**config.mk**
```make
export PLATFORM = sky130hd
export DESIGN_NAME = eth_tx_framer
export DESIGN_NICKNAME = d
export VERILOG_FILES = /design/src/rtl/eth_pkg.sv /design/src/rtl/crc32_d8.sv /design/src/rtl/eth_tx_framer.sv
export SDC_FILE = /design/constraint.sdc
export NUM_CORES = 1
export LEC_CHECK = 0
export ABC_CLOCK_PERIOD_IN_PS = 5700
export CAP_MARGIN = 40
export CORE_MARGIN = 3
export CORE_UTILIZATION = 45
export CTS_CLUSTER_DIAMETER = 150
export DETAILED_ROUTE_END_ITERATION = 8
export PLACE_DENSITY = 0.61
export SLEW_MARGIN = 0
export SYNTH_ARGS = -nofsm -noshare
export SYNTH_HDL_FRONTEND = slang
export SYNTH_SLANG_ARGS = --single-unit
```
**constraint.sdc**
```tcl
create_clock -name clk -period 5.7 [get_ports clk]
set_input_delay 1.14 -clock clk [delete_from_list [all_inputs] [get_ports clk]]
set_output_delay 1.14 -clock clk [all_outputs]
set_load 0.03 [all_outputs]
```
**src/rtl/eth_pkg.sv**
```systemverilog
// eth_pkg: constants, FSM state type and the bytewise CRC-32 step shared by
// the Ethernet transmit framer and its CRC engine.
//   PREAMBLE_BYTE / SFD_BYTE : frame start delimiters
//   CRC_POLY / CRC_INIT      : reflected CRC-32 polynomial and seed
//   tx_state_t               : framer states
//   crc32_byte()             : advance a reflected CRC-32 by one byte, LSB first
package eth_pkg;

  localparam logic [7:0]  PREAMBLE_BYTE = 8'h55;
  localparam logic [7:0]  SFD_BYTE      = 8'hD5;
  localparam logic [31:0] CRC_POLY      = 32'hEDB88320;
  localparam logic [31:0] CRC_INIT      = 32'hFFFFFFFF;

  typedef enum logic [2:0] {
    IDLE,
    PREAMBLE,
    SFD,
    PAYLOAD,
    PAD,
    FCS,
    IFG
  } tx_state_t;

  function automatic logic [31:0] crc32_byte(input logic [31:0] crc_in,
                                             input logic [7:0]  d);
    logic [31:0] c;
    logic        fb;
    c = crc_in;
    for (int i = 0; i < 8; i++) begin
      fb = c[0] ^ d[i];
      c  = {1'b0, c[31:1]} ^ (fb ? CRC_POLY : 32'h0000_0000);
    end
    return c;
  endfunction

endpackage

```
**src/rtl/crc32_d8.sv**
```systemverilog
// crc32_d8: byte-wide reflected CRC-32 register.
//   clk  : clock
//   rst  : synchronous active-high reset, loads CRC_INIT
//   init : synchronous reload of CRC_INIT (takes priority over en)
//   en   : fold d into the CRC this cycle
//   d    : data byte, consumed LSB first
//   crc  : current (uninverted) CRC value
module crc32_d8
  import eth_pkg::*;
(
  input  logic        clk,
  input  logic        rst,
  input  logic        init,
  input  logic        en,
  input  logic [7:0]  d,
  output logic [31:0] crc
);

  logic [31:0] crc_next;

  always_comb begin
    crc_next = crc32_byte(crc, d);
  end

  always_ff @(posedge clk) begin
    if (rst || init) begin
      crc <= CRC_INIT;
    end else if (en) begin
      crc <= crc_next;
    end
  end

endmodule

```
**src/rtl/eth_tx_framer.sv**
```systemverilog
// eth_tx_framer: drains the TX byte FIFO onto a GMII-style 8-bit transmit
// interface, adding preamble/SFD, zero padding up to MIN_LEN, the CRC-32 FCS
// and the inter-frame gap.
//   clk, rst               : clock, synchronous active-high reset
//   frame_valid/frame_len  : frame descriptor (length in FIFO bytes)
//   frame_ready            : descriptor accepted only while idle
//   fifo_dout/fifo_empty   : FIFO read data (one cycle after the strobe), empty
//   fifo_rd_en             : FIFO read strobe (combinational)
//   txd/tx_en/tx_er        : registered transmit byte, enable, error
//   len_err                : pulse, descriptor length rejected
//   underrun               : pulse, frame aborted because the FIFO ran dry
//
// The state names what is being loaded into txd at the coming edge, so the
// two-cycle FIFO read-to-txd path lines up: the read issued in SFD lands on
// txd right after the SFD byte.
//
//   state    | meaning
//   ---------+-------------------------------------------------------------
//   IDLE     | waiting for a descriptor; acceptance loads the first 0x55
//   PREAMBLE | loading the remaining six 0x55 bytes
//   SFD      | loading 0xD5; first FIFO read issued
//   PAYLOAD  | loading the byte read last cycle; prefetching the next one;
//            | a missing read turns into the tx_er abort cycle
//   PAD      | loading 0x00 until MIN_LEN bytes have been sent
//   FCS      | loading ~crc, least-significant byte first
//   IFG      | idle gap, tx_en low, then back to IDLE
module eth_tx_framer
  import eth_pkg::*;
#(
  parameter int MIN_LEN    = 60,
  parameter int MAX_LEN    = 1514,
  parameter int IFG_CYCLES = 12
) (
  input  logic        clk,
  input  logic        rst,
  input  logic        frame_valid,
  input  logic [10:0] frame_len,
  output logic        frame_ready,
  input  logic [7:0]  fifo_dout,
  input  logic        fifo_empty,
  output logic        fifo_rd_en,
  output logic [7:0]  txd,
  output logic        tx_en,
  output logic        tx_er,
  output logic        len_err,
  output logic        underrun
);

  localparam logic [10:0] MIN_L   = 11'(MIN_LEN);
  localparam logic [10:0] MAX_L   = 11'(MAX_LEN);
  localparam logic [10:0] IFG_L   = 11'(IFG_CYCLES);
  // Acceptance loads the first preamble byte, PREAMBLE loads the other six.
  localparam logic [10:0] PRE_CNT = 11'd5;
  localparam logic [10:0] FCS_CNT = 11'd3;

  tx_state_t   state;
  logic [10:0] len_q;
  logic [10:0] cnt;      // shared down-counter, terminal count at zero
  logic [10:0] rd_left;  // FIFO reads still owed for this frame
  logic        rd_q;     // a read was issued last cycle, fifo_dout is valid

  logic        crc_init;
  logic        crc_en;
  logic [7:0]  crc_d;
  logic [31:0] crc;
  logic [31:0] fcs;
  logic [7:0]  fcs_byte;

  assign frame_ready = (state == IDLE);

  // Once a read is missed in PAYLOAD (rd_q low), no further reads are issued
  // so the rest of the frame stays in the FIFO.
  assign fifo_rd_en = !rst && (rd_left != 11'd0) && !fifo_empty &&
                      ((state == SFD) || ((state == PAYLOAD) && rd_q));

  assign crc_init = (state == IDLE);
  assign crc_en   = ((state == PAYLOAD) && rd_q) || (state == PAD);
  assign crc_d    = (state == PAD) ? 8'h00 : fifo_dout;

  crc32_d8 u_crc (
    .clk  (clk),
    .rst  (rst),
    .init (crc_init),
    .en   (crc_en),
    .d    (crc_d),
    .crc  (crc)
  );

  assign fcs = ~crc;

  // cnt runs 3..0 in FCS, which selects bytes 0..3 of the inverted CRC.
  always_comb begin
    fcs_byte = fcs[31:24];
    case (cnt[1:0])
      2'd3:    fcs_byte = fcs[7:0];
      2'd2:    fcs_byte = fcs[15:8];
      2'd1:    fcs_byte = fcs[23:16];
      default: fcs_byte = fcs[31:24];
    endcase
  end

  always_ff @(posedge clk) begin
    if (rst) begin
      state    <= IDLE;
      txd      <= 8'h00;
      tx_en    <= 1'b0;
      tx_er    <= 1'b0;
      len_err  <= 1'b0;
      underrun <= 1'b0;
      len_q    <= 11'd0;
      cnt      <= 11'd0;
      rd_left  <= 11'd0;
      rd_q     <= 1'b0;
    end else begin
      len_err  <= 1'b0;
      underrun <= 1'b0;
      tx_er    <= 1'b0;
      rd_q     <= fifo_rd_en;
      if (fifo_rd_en) begin
        rd_left <= rd_left - 11'd1;
      end

      case (state)
        IDLE: begin
          txd   <= 8'h00;
          tx_en <= 1'b0;
          if (frame_valid) begin
            if ((frame_len == 11'd0) || (frame_len > MAX_L)) begin
              len_err <= 1'b1;
            end else begin
              len_q   <= frame_len;
              rd_left <= frame_len;
              cnt     <= PRE_CNT;
              txd     <= PREAMBLE_BYTE;
              tx_en   <= 1'b1;
              state   <= PREAMBLE;
            end
          end
        end

        PREAMBLE: begin
          txd   <= PREAMBLE_BYTE;
          tx_en <= 1'b1;
          if (cnt == 11'd0) begin
            state <= SFD;
          end else begin
            cnt <= cnt - 11'd1;
          end
        end

        SFD: begin
          txd   <= SFD_BYTE;
          tx_en <= 1'b1;
          cnt   <= len_q;
          state <= PAYLOAD;
        end

        PAYLOAD: begin
          tx_en <= 1'b1;
          if (rd_q) begin
            txd <= fifo_dout;
            cnt <= cnt - 11'd1;
            if (cnt == 11'd1) begin
              if (len_q < MIN_L) begin
                cnt   <= MIN_L - len_q - 11'd1;
                state <= PAD;
              end else begin
                cnt   <= FCS_CNT;
                state <= FCS;
              end
            end
          end else begin
            // FIFO ran dry: one error byte, no FCS, straight into the gap.
            txd      <= 8'h00;
            tx_er    <= 1'b1;
            underrun <= 1'b1;
            rd_left  <= 11'd0;
            cnt      <= IFG_L;
            state    <= IFG;
          end
        end

        PAD: begin
          txd   <= 8'h00;
          tx_en <= 1'b1;
          if (cnt == 11'd0) begin
            cnt   <= FCS_CNT;
            state <= FCS;
          end else begin
            cnt <= cnt - 11'd1;
          end
        end

        FCS: begin
          txd   <= fcs_byte;
          tx_en <= 1'b1;
          if (cnt == 11'd0) begin
            // IFG_CYCLES+1 state cycles: the first still shows the last FCS
            // byte, the remaining IFG_CYCLES are idle on the wire.
            cnt   <= IFG_L;
            state <= IFG;
          end else begin
            cnt <= cnt - 11'd1;
          end
        end

        IFG: begin
          txd   <= 8'h00;
          tx_en <= 1'b0;
          if (cnt == 11'd0) begin
            state <= IDLE;
          end else begin
            cnt <= cnt - 11'd1;
          end
        end

        default: begin
          txd   <= 8'h00;
          tx_en <= 1'b0;
          state <= IDLE;
        end
      endcase
    end
  end

endmodule

```
==> results of run 1 <==
Yosys cell counts, types with 4 or more instances:
cell	count
sky130_fd_sc_hd__nor2_1	50
sky130_fd_sc_hd__o211ai_1	18
sky130_fd_sc_hd__xor2_1	27
sky130_fd_sc_hd__nor4_1	12
sky130_fd_sc_hd__nand2b_1	10
sky130_fd_sc_hd__and3_1	10
sky130_fd_sc_hd__inv_1	13
sky130_fd_sc_hd__a22oi_1	5
sky130_fd_sc_hd__xnor2_1	30
sky130_fd_sc_hd__a221o_1	5
sky130_fd_sc_hd__a31oi_1	4
sky130_fd_sc_hd__nand3_1	11
sky130_fd_sc_hd__or2_2	5
sky130_fd_sc_hd__o22ai_1	10
sky130_fd_sc_hd__o21ai_0	25
sky130_fd_sc_hd__nor3_1	24
sky130_fd_sc_hd__xor3_1	7
sky130_fd_sc_hd__dfxtp_1	80
sky130_fd_sc_hd__nand2_1	82
sky130_fd_sc_hd__ha_1	10
sky130_fd_sc_hd__buf_2	4
sky130_fd_sc_hd__or4_1	5
sky130_fd_sc_hd__a21oi_1	39
sky130_fd_sc_hd__and2_1	6
sky130_fd_sc_hd__a31o_2	4
sky130_fd_sc_hd__xnor3_1	9
sky130_fd_sc_hd__clkbuf_1	27
sky130_fd_sc_hd__nor2b_1	11
sky130_fd_sc_hd__or3_1	6
sky130_fd_sc_hd__o311ai_0	10
sky130_fd_sc_hd__and4_1	4
sky130_fd_sc_hd__a21o_1	7
layout make-up:
type,count,area (um^2)
Inverter,14,52.6
Multi-Input combinational cell,501,3500
Clock inverter,5,78.8
Timing Repair Buffer,43,410
Fill cell,1039,5100
Tap cell,140,175
Clock buffer,11,253
Sequential cell,80,1600
layer usage:
metal	wire, um	vias to the layer above	track usage
met2	6450	186	0.345
li1	-	2312	-
met3	1250	17	0.0603
met5	0	-	0
met1	7160	2281	0.360
met4	181	0	0.0562
path summary, 6_finish.rpt:
path,start,end,slack [ps]
worst max-delay path,rst,fifo_rd_en,1390
worst max register to register,state[1],cnt[4],2530
worst min-delay path,len_q[8],len_q[8],480
worst min register to register,len_q[8],len_q[8],480
kinds of logic after synthesis:
| logic type | Yosys count | share of synthesized area |
|---|---|---|
| DFF | 80 | 0.302 |
| muxes | 2 | 0.00378 |
| adders and majority gates | 10 | 0.0236 |
| xor gates and xnor gates | 79 | 0.187 |
| and+or+nand+nor | 248 | 0.233 |
| buffers and inverters | 49 | 0.0380 |
| AOI/OAI and AO/OA | 162 | 0.213 |
where the power goes:
group	switching, mW	total (mW)	internal (mW)	leakage [nW]
sequential	0.102	0.731	0.629	0.651
combinational	0.666	1.09	0.424	1.68
clock	0.245	0.651	0.407	0.165
through the flow:
step	hold slack, ps	total power, mW
after floorplan	440	1.51
after global routing	506	2.63
after CTS	487	2.47
after global placement	461	1.80
after detailed placement	477	1.81
final	479	2.47
registers in the layout (all words and copies together), names as in the netlist:
name	flops
txd	8
underrun	1
rd_left	11
rd_q	1
len_q	11
u_crc.crc	32
state	3
cnt	11
tx_en	1
len_err	1
worst min-delay path: stages (launching register included):
cell	delay, ps
sky130_fd_sc_hd__dfxtp_1	320
sky130_fd_sc_hd__nand2_1	60
sky130_fd_sc_hd__a21oi_1	50
==> results list, run 1 <==
* Count of boundary I/O pins: 37
* Top flip-flop cell by instance count after synthesis: sky130_fd_sc_hd__dfxtp_1
* Die Footprint: 13,100 um^2
- Class of the worst hold path: register to register
* Slowest Stage Delay on Critical Path: about 700 ps
- Leaving out fill and tap cells, the most frequent cell in the layout is sky130_fd_sc_hd__nand2_1.
- RSZ-0062 raised after global routing: false
- Max-slew violation count: 0
- Most frequent cells in the layout: sky130_fd_sc_hd__nand2_1, sky130_fd_sc_hd__dfxtp_1, sky130_fd_sc_hd__nor2_1
- When the netlist entered floorplanning its net count stood at about 660.
- In this run the standard cell core region covers around 11,000 um^2.
* PostCTS Resize Cnt: 0
* Share of the yosys chip area belonging to registers: 0.302
* Initial core utilization: 0.474
- For the pin with the worst max-slew slack, the measured transition is 882 ps.
- STA classifies the critical path startpoint as an input pin.
* Drt wl/cell: 18.9 um
* Run status: completed
- Total of max-cap violations: 0
* Depth of the worst register-to-register path: 8
* Leading cell types by total area after synthesis: sky130_fd_sc_hd__dfxtp_1, sky130_fd_sc_hd__nand2_1, sky130_fd_sc_hd__xnor2_1
- Derived from the worst setup path, the maximum achievable clock frequency is roughly 0.23 GHz.
* Critical path depth: 6
* Clock slew seen by the registers of the worst setup and hold paths: ~60 ps
- Cell accounting for the most synthesized area: sky130_fd_sc_hd__dfxtp_1
- Leakage power: 2.50 nW
- Worst Path Buf+Inv: 3
- Total setup violations reported at the end of the flow: 0
- Once layout is done, the placed cells without fillers occupy 6070 um^2.
- Final Non-Filler Cells: 794
* Async set-reset flop share out of synthesis: 0
- Cell type group with the largest total delay on the critical path: buffers and inverters
* Number of buffers created by CTS: 9
- After global routing the overflow that remains totals 0.
- The die is between 100 and 150 um wide.
- Post-Place Worst Slack: 1420 ps
* Area delta synth->final: 14.5%
- The setup path with the least slack is of type input pin to output port.
- Number of instances in the placed design: 778
* Largest fanout on the critical path: 7
- The count of buffers added on input and output ports is 36.
- The signal on the critical path passes through clkdlybuf4s50_1, or2_2, nor3_1, o21ai_2, inv_1, clkdlybuf4s50_1.
- DR DRC count: 0
- During synthesis, Yosys emitted a total of 0 warnings.
- ANT nets after route: 0
* Final Worst Setup Slack: 1390 ps
- Cell at the root of the clock tree: sky130_fd_sc_hd__clkbuf_16
- The clock passes through at most 2 buffers.
- On the critical path, the stage with the largest delay is an instance of sky130_fd_sc_hd__clkdlybuf4s50_1.
* Number of sinks handled by clock tree synthesis: 80
* Post-synthesis cell area: 5300 um^2
- Final setup skew: 10.1 ps
- Die extent in y: about 110 um
- The routed design could run at a clock period as short as 4310 ps.
- The repair_antennas step left the layout with diodes totalling 0.
* Number of global-route vias before repair: 4,560
- The first global-routing pass estimated 24,700 um of wire.
* Iteration count of the initial detailed-routing pass: 4
- Layout Nets: around 680
- After the first detailed-routing iteration, the DRC count stood at 334.
- Post-route core utilization: 0.543
- For this design, the CTS-stage hold fixing added 0 buffers.
- At the worst endpoint, the arrival time is 3170 ps.
- After synthesis, the mean cell area works out to 8.41 um^2.
* Count of flip-flops with a built-in enable after synthesis: 0
* Fin. Hold Viols: 0
- For the worst setup path, the data required time is 4560 ps.
- The netlist uses 72 different library cells.
* HPWL after detailed placement: 10,600 um
* Number of flip-flops and latches in the synthesized netlist: 80
- Detailed-route via count: 4,796
- Last weighted congestion value of the routability-driven placer: 0.932
* Proportion of netlist area held by the largest area contributor: 0.302
* CTS tree: done
- Summing all placed instances gives a cell area of 5740 um^2.
* Worst hold path depth: 2
- Detail-routed via count per cell: 6.04
* Total power divided by cell area: just over 400 nW/um^2
- In the global route stage, overall resource usage came out at 0.240.
* Number of standard-cell rows in the floorplan: 38
- Of the cells placed in the final design, the portion with a size suffix greater than 1 is 0.0703.
- Synthesized instance count: 630
- Post-route clock period utilization: 0.755
- Entering global routing, the biggest net connects 38 pins.
* Total wire length: 15,000 um
- The worst setup path is captured at an output port.
* Sum of negative setup slack: 0 ps
- At the later pin of the worst-skew pair, clock insertion delay measures 360 ps.
- The clock tree synthesis step divided the H-tree into 3 levels.
* Cell occurring most often along the worst timing path: sky130_fd_sc_hd__clkdlybuf4s50_1
- Slew margin rel.: 0.411
- Initial antenna violation count: 0
- Worst vdd ir: 0.305 mV
- After clock tree synthesis, the setup repair step added 0 buffers.
Power figures use the tool's default switching activity.
==> run 2: changes to the inputs <==
ABC_CLOCK_PERIOD_IN_PS = 4200   (was 5700)
clock period = 4.2 ns   (was 5.7 ns; I/O delays follow)
==> run 2 against run 1 <==
  * Flip-flop and latch count did not move
  * Clock-buffer cell count rose by 1
  * Combinational power rose by 37%
  * Clock power rose by 32%
  * Die area did not move
  * Register-to-register slack got worse by 1400 ps
  * Sequential power rose by 36%
  * Worst hold slack got worse by 16 ps
  * Non-clock buffer count rose by 4
  * Critical path type unchanged
==> results list, run 2 (synthesis results as in run 1) <==
- The half-perimeter wire length after placement came to 10,800 um (+2.0%).
* Iteration count of the initial detailed-routing pass: 5 (+1)
* Detailed-route via count: 4,835 (+0.81%)
- Count of boundary I/O pins: 37 (unchanged)
* ANT nets after route: 0 (unchanged)
- The number of buffers added on ports came to 36 (unchanged).
- The total clock sinks is 80 (unchanged).
* Endpoint of the most critical register-to-register path: cnt[4]
* Pin count of the biggest net entering global routing: 38 (unchanged)
- The transition time of the tightest slew-check pin came to 852 ps (-30.6 ps).
- Count of H-tree levels built during CTS: 3 (unchanged)
- The total power was 3.34 mW (+35%).
- Depth of the worst register-to-register path: 8 (unchanged)
- The required time reported for the critical path endpoint was 3360 ps (-1200 ps).
- Max-slew violation count: 0 (unchanged)
* DR DRC count: 0 (unchanged)
- Cts-stage hold buffer count: 0 (unchanged)
- The worst setup slack after layout is 1010 ps (-386 ps).
- The insertion delay of the later-clocked pin in the worst-skew pair was 360 ps (about the same).
- Peak clock frequency supported by timing: about 0.31 GHz
- The post-detailed-routing wire length came to 14,900 um (-0.91%).
- The number of antenna violations at the first check in global routing came to 0 (unchanged).
* Total power divided by cell area: 549 nW/um^2 (+35%)
- The leakage power is 2.51 nW (+0.36%).
* Last weighted congestion value of the routability-driven placer: 0.931 (-0.18%)
* Initial core utilization: 0.474 (unchanged)
- CTS tree: done
- The tightest min-delay check is of the register to register type.
* WHS: 463 ps (-15.9 ps)
- The average wire per standard cell was 18.7 um (-1.4%).
- The library cell used most frequently in the layout, excluding fill and tap cells, is sky130_fd_sc_hd__nand2_1.
* Most frequent cells in the layout: sky130_fd_sc_hd__nand2_1, sky130_fd_sc_hd__dfxtp_1, sky130_fd_sc_hd__nor2_1
- The die outline area is 13,100 um^2 (unchanged).
- Area delta synth->final: 14.9%
- The run finished with clean final reports.
* Number of standard-cell rows in the floorplan: 38 (unchanged)
* Overall die width: 115 um (unchanged)
- On the critical path, the stage with the largest delay is an instance of sky130_fd_sc_hd__clkdlybuf4s50_1.
- Total of max-cap violations: 0 (unchanged)
- The antenna cell count came to 0 (unchanged).
* Startpoint of the lowest-slack register-to-register path: state[1]
- Clock slew seen by the registers of the worst setup and hold paths: 60 ps (about the same)
- Slew margin rel.: 0.427 (+0.0160)
- DRC violation total after the first TritonRoute iteration: 481 (+44%)
- The maximum clock insertion buffer count came to 2 (unchanged).
- The via count of the first global-routing pass is 4,485 (-1.6%).
- Detail-routed via count per cell: 6.06 (+0.31%)
* Slowest Stage Delay on Critical Path: 410 ps (-290 ps)
- The first-pass GRT wire length was 24,000 um (-2.5%).
* Proportion of layout cells with a drive suffix above 1: 0.0745 (+0.00413)
- Sum of negative setup slack: 0 ps (unchanged)
- The net count of the finished layout came to 686 (+0.59%).
* Post-route clock period utilization: 0.760
- Element type at the critical path end: output port
- Worst Setup Path Type: input pin to output port
- The pre-CTS setup slack is 1010 ps (-410 ps).
* Core Footprint: 11,200 um^2 (unchanged)
* Largest fanout on the critical path: 7 (unchanged)
- Flip-flop count of the largest register, all copies and words added: 32 (unchanged)
- Number of buffers created by CTS: 9 (unchanged)
- The largest vdd supply drop came to 0.450 mV (+47%).
- Following the worst setup path forward leads to its endpoint at fifo_rd_en.
* Fin. Hold Viols: 0 (unchanged)
- Total congestion overflow after global routing: 0 (unchanged)
- Setup slack, reg-to-reg: 1140 ps (-1390 ps)
- The signal arrival time at the worst endpoint was 2350 ps (-820 ps).
- Total setup violations reported at the end of the flow: 0 (unchanged)
- Traced cell by cell, the critical path runs through clkdlybuf4s50_1, or2_2, nor3_1, o21ai_2, inv_1, buf_4.
- Setup repair after global routing left no endpoint under its margin.
- Counting flops per register, the top entry is u_crc.crc.
- The number of post-CTS setup repair buffers came to 0 (unchanged).
- PostCTS Resize Cnt: 0 (unchanged)
- CTS placed an instance of sky130_fd_sc_hd__clkbuf_16 at the clock tree root.
* Overall track demand over capacity in global routing: 0.236 (-0.00456)
- Subtracting the final worst setup slack from the clock period gives 3190 ps.
* Final setup skew: 8.10 ps (-2.01 ps)
- In this run the worst setup path begins at rst.
- The y dimension of the die was 115 um (unchanged).
- The worst setup path is launched from an input pin.
## run 2: cell types whose count changed in the layout (fill, tap and decap cells not counted)
cell | before | now
sky130_fd_sc_hd__inv_6 | 0 | 1
sky130_fd_sc_hd__clkinv_4 | 1 | 0
sky130_fd_sc_hd__clkbuf_1 | 0 | 2
sky130_fd_sc_hd__clkinv_2 | 2 | 0
sky130_fd_sc_hd__clkinvlp_4 | 0 | 1
sky130_fd_sc_hd__buf_4 | 6 | 11
sky130_fd_sc_hd__clkbuf_8 | 2 | 1
sky130_fd_sc_hd__clkdlybuf4s50_1 | 36 | 35
## run 2: area by class of cell
class | instances | area [um^2]
Tap cell | 140 | 175
Multi-Input combinational cell | 501 | 3500
Timing Repair Buffer | 47 | 438
Clock buffer | 12 | 246
Fill cell | 1036 | 5090
Inverter | 14 | 52.6
Sequential cell | 80 | 1600
Clock inverter | 4 | 76.3
## run 2: where the power goes
part	internal, mW	total (mW)	switching (mW)
clock	0.539	0.862	0.323
combinational	0.584	1.49	0.901
sequential	0.854	0.994	0.140
total	1.98	3.34	1.36
## run 2: critical path, delay by kind of cell
family / cells / cell delay [ps]
simple gates: 2 / 580
compound gates: 1 / 170
buf+inv: 3 / 750
## run 2: layer usage
metal,up-vias,part of all wire,global-route usage,wire length (um)
met1,2303,0.48,0.355,7110
met3,20,0.080,0.0613,1200
met4,0,0.016,0.0744,245
met2,183,0.43,0.325,6350
li1,2329,-,-,-
met5,-,0,0,0
## run 2: how the worst min path moves through the flow
stage | cells after the start | to | from
after floorplan | 2 | len_q[8] | len_q[8]
after global placement | 2 | len_q[8] | len_q[8]
after detailed placement | 2 | len_q[8] | len_q[8]
after CTS | 2 | len_q[8] | len_q[8]
after global routing | 2 | len_q[8] | len_q[8]
final | 2 | len_q[8] | len_q[8]
## run 2: stage by stage
stage               utilization  area [um^2]  std cells
floorplan                     -         5300        630
global placement          0.515         5760        781
detailed placement        0.516         5760        782
CTS                       0.545         6090        798
global route              0.545         6090        798
finish                    0.545         6090        798
==> run 3: changes to the inputs <==
ABC_CLOCK_PERIOD_IN_PS = 2900   (was 4200)
PLACE_DENSITY = 0.63   (was 0.61)
clock period = 2.9 ns   (was 4.2 ns; I/O delays follow)
==> run 3 against run 2 <==
  * Combinational power increased by 60%
  * Largest power group unchanged
  * Highest routed layer unchanged
  * Routed wire length increased by 3.8%
  * Register-to-register slack got worse by 810 ps
  * Die area unchanged
  * Critical path type is now register to output port
  * Sequential share of layout area decreased by 0.88 points
  * Sequential power increased by 40%
  * Utilization increased by 1.9 points
  * Non-clock buffer count increased by 27
  * Setup slack got worse by 860 ps
==> results list, run 3 (synthesis results as in run 1) <==
- The clock-pin slew on the worst setup and hold paths was 60 ps (about the same).
* Number of sinks handled by clock tree synthesis: 80 (unchanged)
- The total power density per cell area came to 797 nW/um^2 (+45%).
* Worst vdd ir: 0.477 mV (+6.0%)
- Clock latency on the worst-skew pair: 350 ps (about the same)
- Core Footprint: 11,200 um^2 (unchanged)
* Area delta synth->final: 18.9%
* Final instance area: 6300 um^2 (+3.5%)
- Initial antenna violation count: 0 (unchanged)
* Initial core utilization: 0.474 (unchanged)
* Cell type group with the largest total delay on the critical path: simple AND/OR/NAND/NOR gates
- The final setup TNS was 0 ps (unchanged).
* DP Area: 5970 um^2 (+3.6%)
* Slew margin rel.: 0.499 (+0.0724)
* Die Footprint: 13,100 um^2 (unchanged)
- The via count of the first global-routing pass came to 4,547 (+1.4%).
- Largest register by flop count: u_crc.crc
- Post-Place Worst Slack: 162 ps (-851 ps)
* Detail-routed via count per cell: 5.93 (-2.1%)
* Number of buffers inserted by port buffering: 36 (unchanged)
- Total congestion overflow after global routing: 0 (unchanged)
* Max-slew violation count: 0 (unchanged)
- HPWL after detailed placement: 11,600 um (+6.7%)
- The final weighted congestion in routability-driven placement was 0.955 (+2.6%).
* Drt wl/cell: 18.8 um (+0.41%)
- Worst Path Buf+Inv: 2 (-1)
* Total of max-cap violations: 0 (unchanged)
- The number of rows in the core area came to 38 (unchanged).
- Number of buffers created by CTS: 9 (unchanged)
* CTS tree: done
- Total wire length: 15,500 um (+3.8%)
- Count of boundary I/O pins: 37 (unchanged)
- Count of H-tree levels built during CTS: 3 (unchanged)
* DRC violation total after the first TritonRoute iteration: 474 (-1.5%)
- The number of detailed-routing iterations run before antenna repair came to 5 (unchanged).
- Worst EP required: 2320 ps (-1040 ps)
- The total power came to 5.02 mW (+50%).
- Element type at the critical path end: output port
- Class of the worst hold path: register to register
- For the finished layout, the period the worst path requires is 2750 ps.
* Setup slack, reg-to-reg: 330 ps (-810 ps)
- Worst hold path depth: 2 (unchanged)
- Overall die width: 115 um (unchanged)
- The top cell types in the final layout, fill and taps aside, are sky130_fd_sc_hd__nand2_1, sky130_fd_sc_hd__dfxtp_1, sky130_fd_sc_hd__nor2_1.
- The delay contributed by the slowest stage of the critical path was 600 ps (+190 ps).
* Startpoint of the lowest-slack register-to-register path: state[2]
- Maximum count of clock buffers along a single path: 2 (unchanged)
- The y dimension of the die is 115 um (unchanged).
* Ordered cell list for the critical path: or4_1, or2_2, o21ai_4, inv_1, buf_4
- For hold timing, the worst endpoint is len_q[8].
- The number of buffers added to fix hold violations after cts was 0 (unchanged).
* Largest fanout on the critical path: 7 (unchanged)
* Antenna Diode Count: 0 (unchanged)
- The slowest stage of the critical path is the sky130_fd_sc_hd__or4_1 cell.
- Leakage power: 2.64 nW (+5.3%)
- Based on the critical path, the design can be clocked at up to 0.364 GHz.
- Depth of the worst register-to-register path: 6 (-2)
* Overall track demand over capacity in global routing: 0.244 (+0.00882)
- The largest net degree at the start of global routing was 32 (-16%).
- The first-pass GRT wire length is 24,900 um (+3.8%).
- The signal arrival time at the worst endpoint came to 2170 ps (-180 ps).
- DR DRC count: 0 (unchanged)
- Dividing the final minimum period by the clock period gives 0.948.
- Endpoint of the most critical register-to-register path: u_crc.crc[13]
* Fin. Hold Viols: 0 (unchanged)
- Final Worst Setup Slack: 151 ps (-857 ps)
* Layout Nets: 713 (+3.9%)
- WHS: 475 ps (+11.3 ps)
* ANT nets after route: 0 (unchanged)
- Proportion of layout cells with a drive suffix above 1: 0.114 (+0.0394)
- RSZ-0062 raised after global routing: false
- The worst setup path is launched from a register.
* Start point of the worst min-delay path: len_q[8]
- Worst Setup Path Type: register to output port
- Cell at the root of the clock tree: sky130_fd_sc_hd__clkbuf_16
- Leaving out fill and tap cells, the most frequent cell in the layout is sky130_fd_sc_hd__nand2_1.
- The number of setup violations in the final report came to 0 (unchanged).
- Detailed-route via count: 4,894 (+1.2%)
- The flip-flop count of the largest register after layout was 32 (unchanged).
* Final setup skew: 5.26 ps (-2.85 ps)
- The flow ran to the end, and the final reports show no timing, DRC or antenna violations.
* Slew at the pin closest to its max-slew limit: 744 ps (-108 ps)
run 3: power by group:
part | internal [mW] | switching [mW]
clock network | 0.755 | 0.490
registers | 1.24 | 0.150
logic | 0.972 | 1.41
run 3: worst max-delay path by stage:
stage / start / endpoint / slack (ps) / cells past startpoint
after floorplan: state[1] / cnt[4] / 30 / 11
after global placement: frame_len[0] / cnt[6] / 210 / 7
after detailed placement: frame_len[0] / cnt[10] / 160 / 7
after CTS: rd_left[5] / fifo_rd_en / 80 / 5
after global routing: rd_left[3] / fifo_rd_en / 40 / 5
final: rd_left[5] / fifo_rd_en / 150 / 5
run 3: what timing repair did:
action	4_1_cts	5_1_grt
setup buffers	0	0
endpoints found under the hold margin	0	0
resized for setup	0	1
setup endpoints to repair	0	1
run 3: final cells by class:
type / instances / area (um^2)
fillers: 1007 / 4880
multi-input cells: 501 / 3500
flip-flops and latches: 80 / 1600
repair buffers: 74 / 643
clock buffers: 9 / 225
well taps: 140 / 175
clock inverters: 7 / 95.1
inverters: 14 / 52.6
run 3: through the flow:
step,instances,util
floorplan,630,-
global placement,809,0.534
detailed placement,809,0.534
CTS,825,0.563
global route,825,0.564
finish,825,0.564
run 3: worst min-delay path, stage by stage (launching register included):
cell                      delay, ps
sky130_fd_sc_hd__dfxtp_1        320
sky130_fd_sc_hd__nand2_1         60
sky130_fd_sc_hd__a21oi_1         50
run 3: per-layer routing:
metal / wire, um / global-route usage
met5: 0 / 0
met4: 160 / 0.0554
met3: 1250 / 0.0587
met2: 6640 / 0.351
met1: 7430 / 0.368
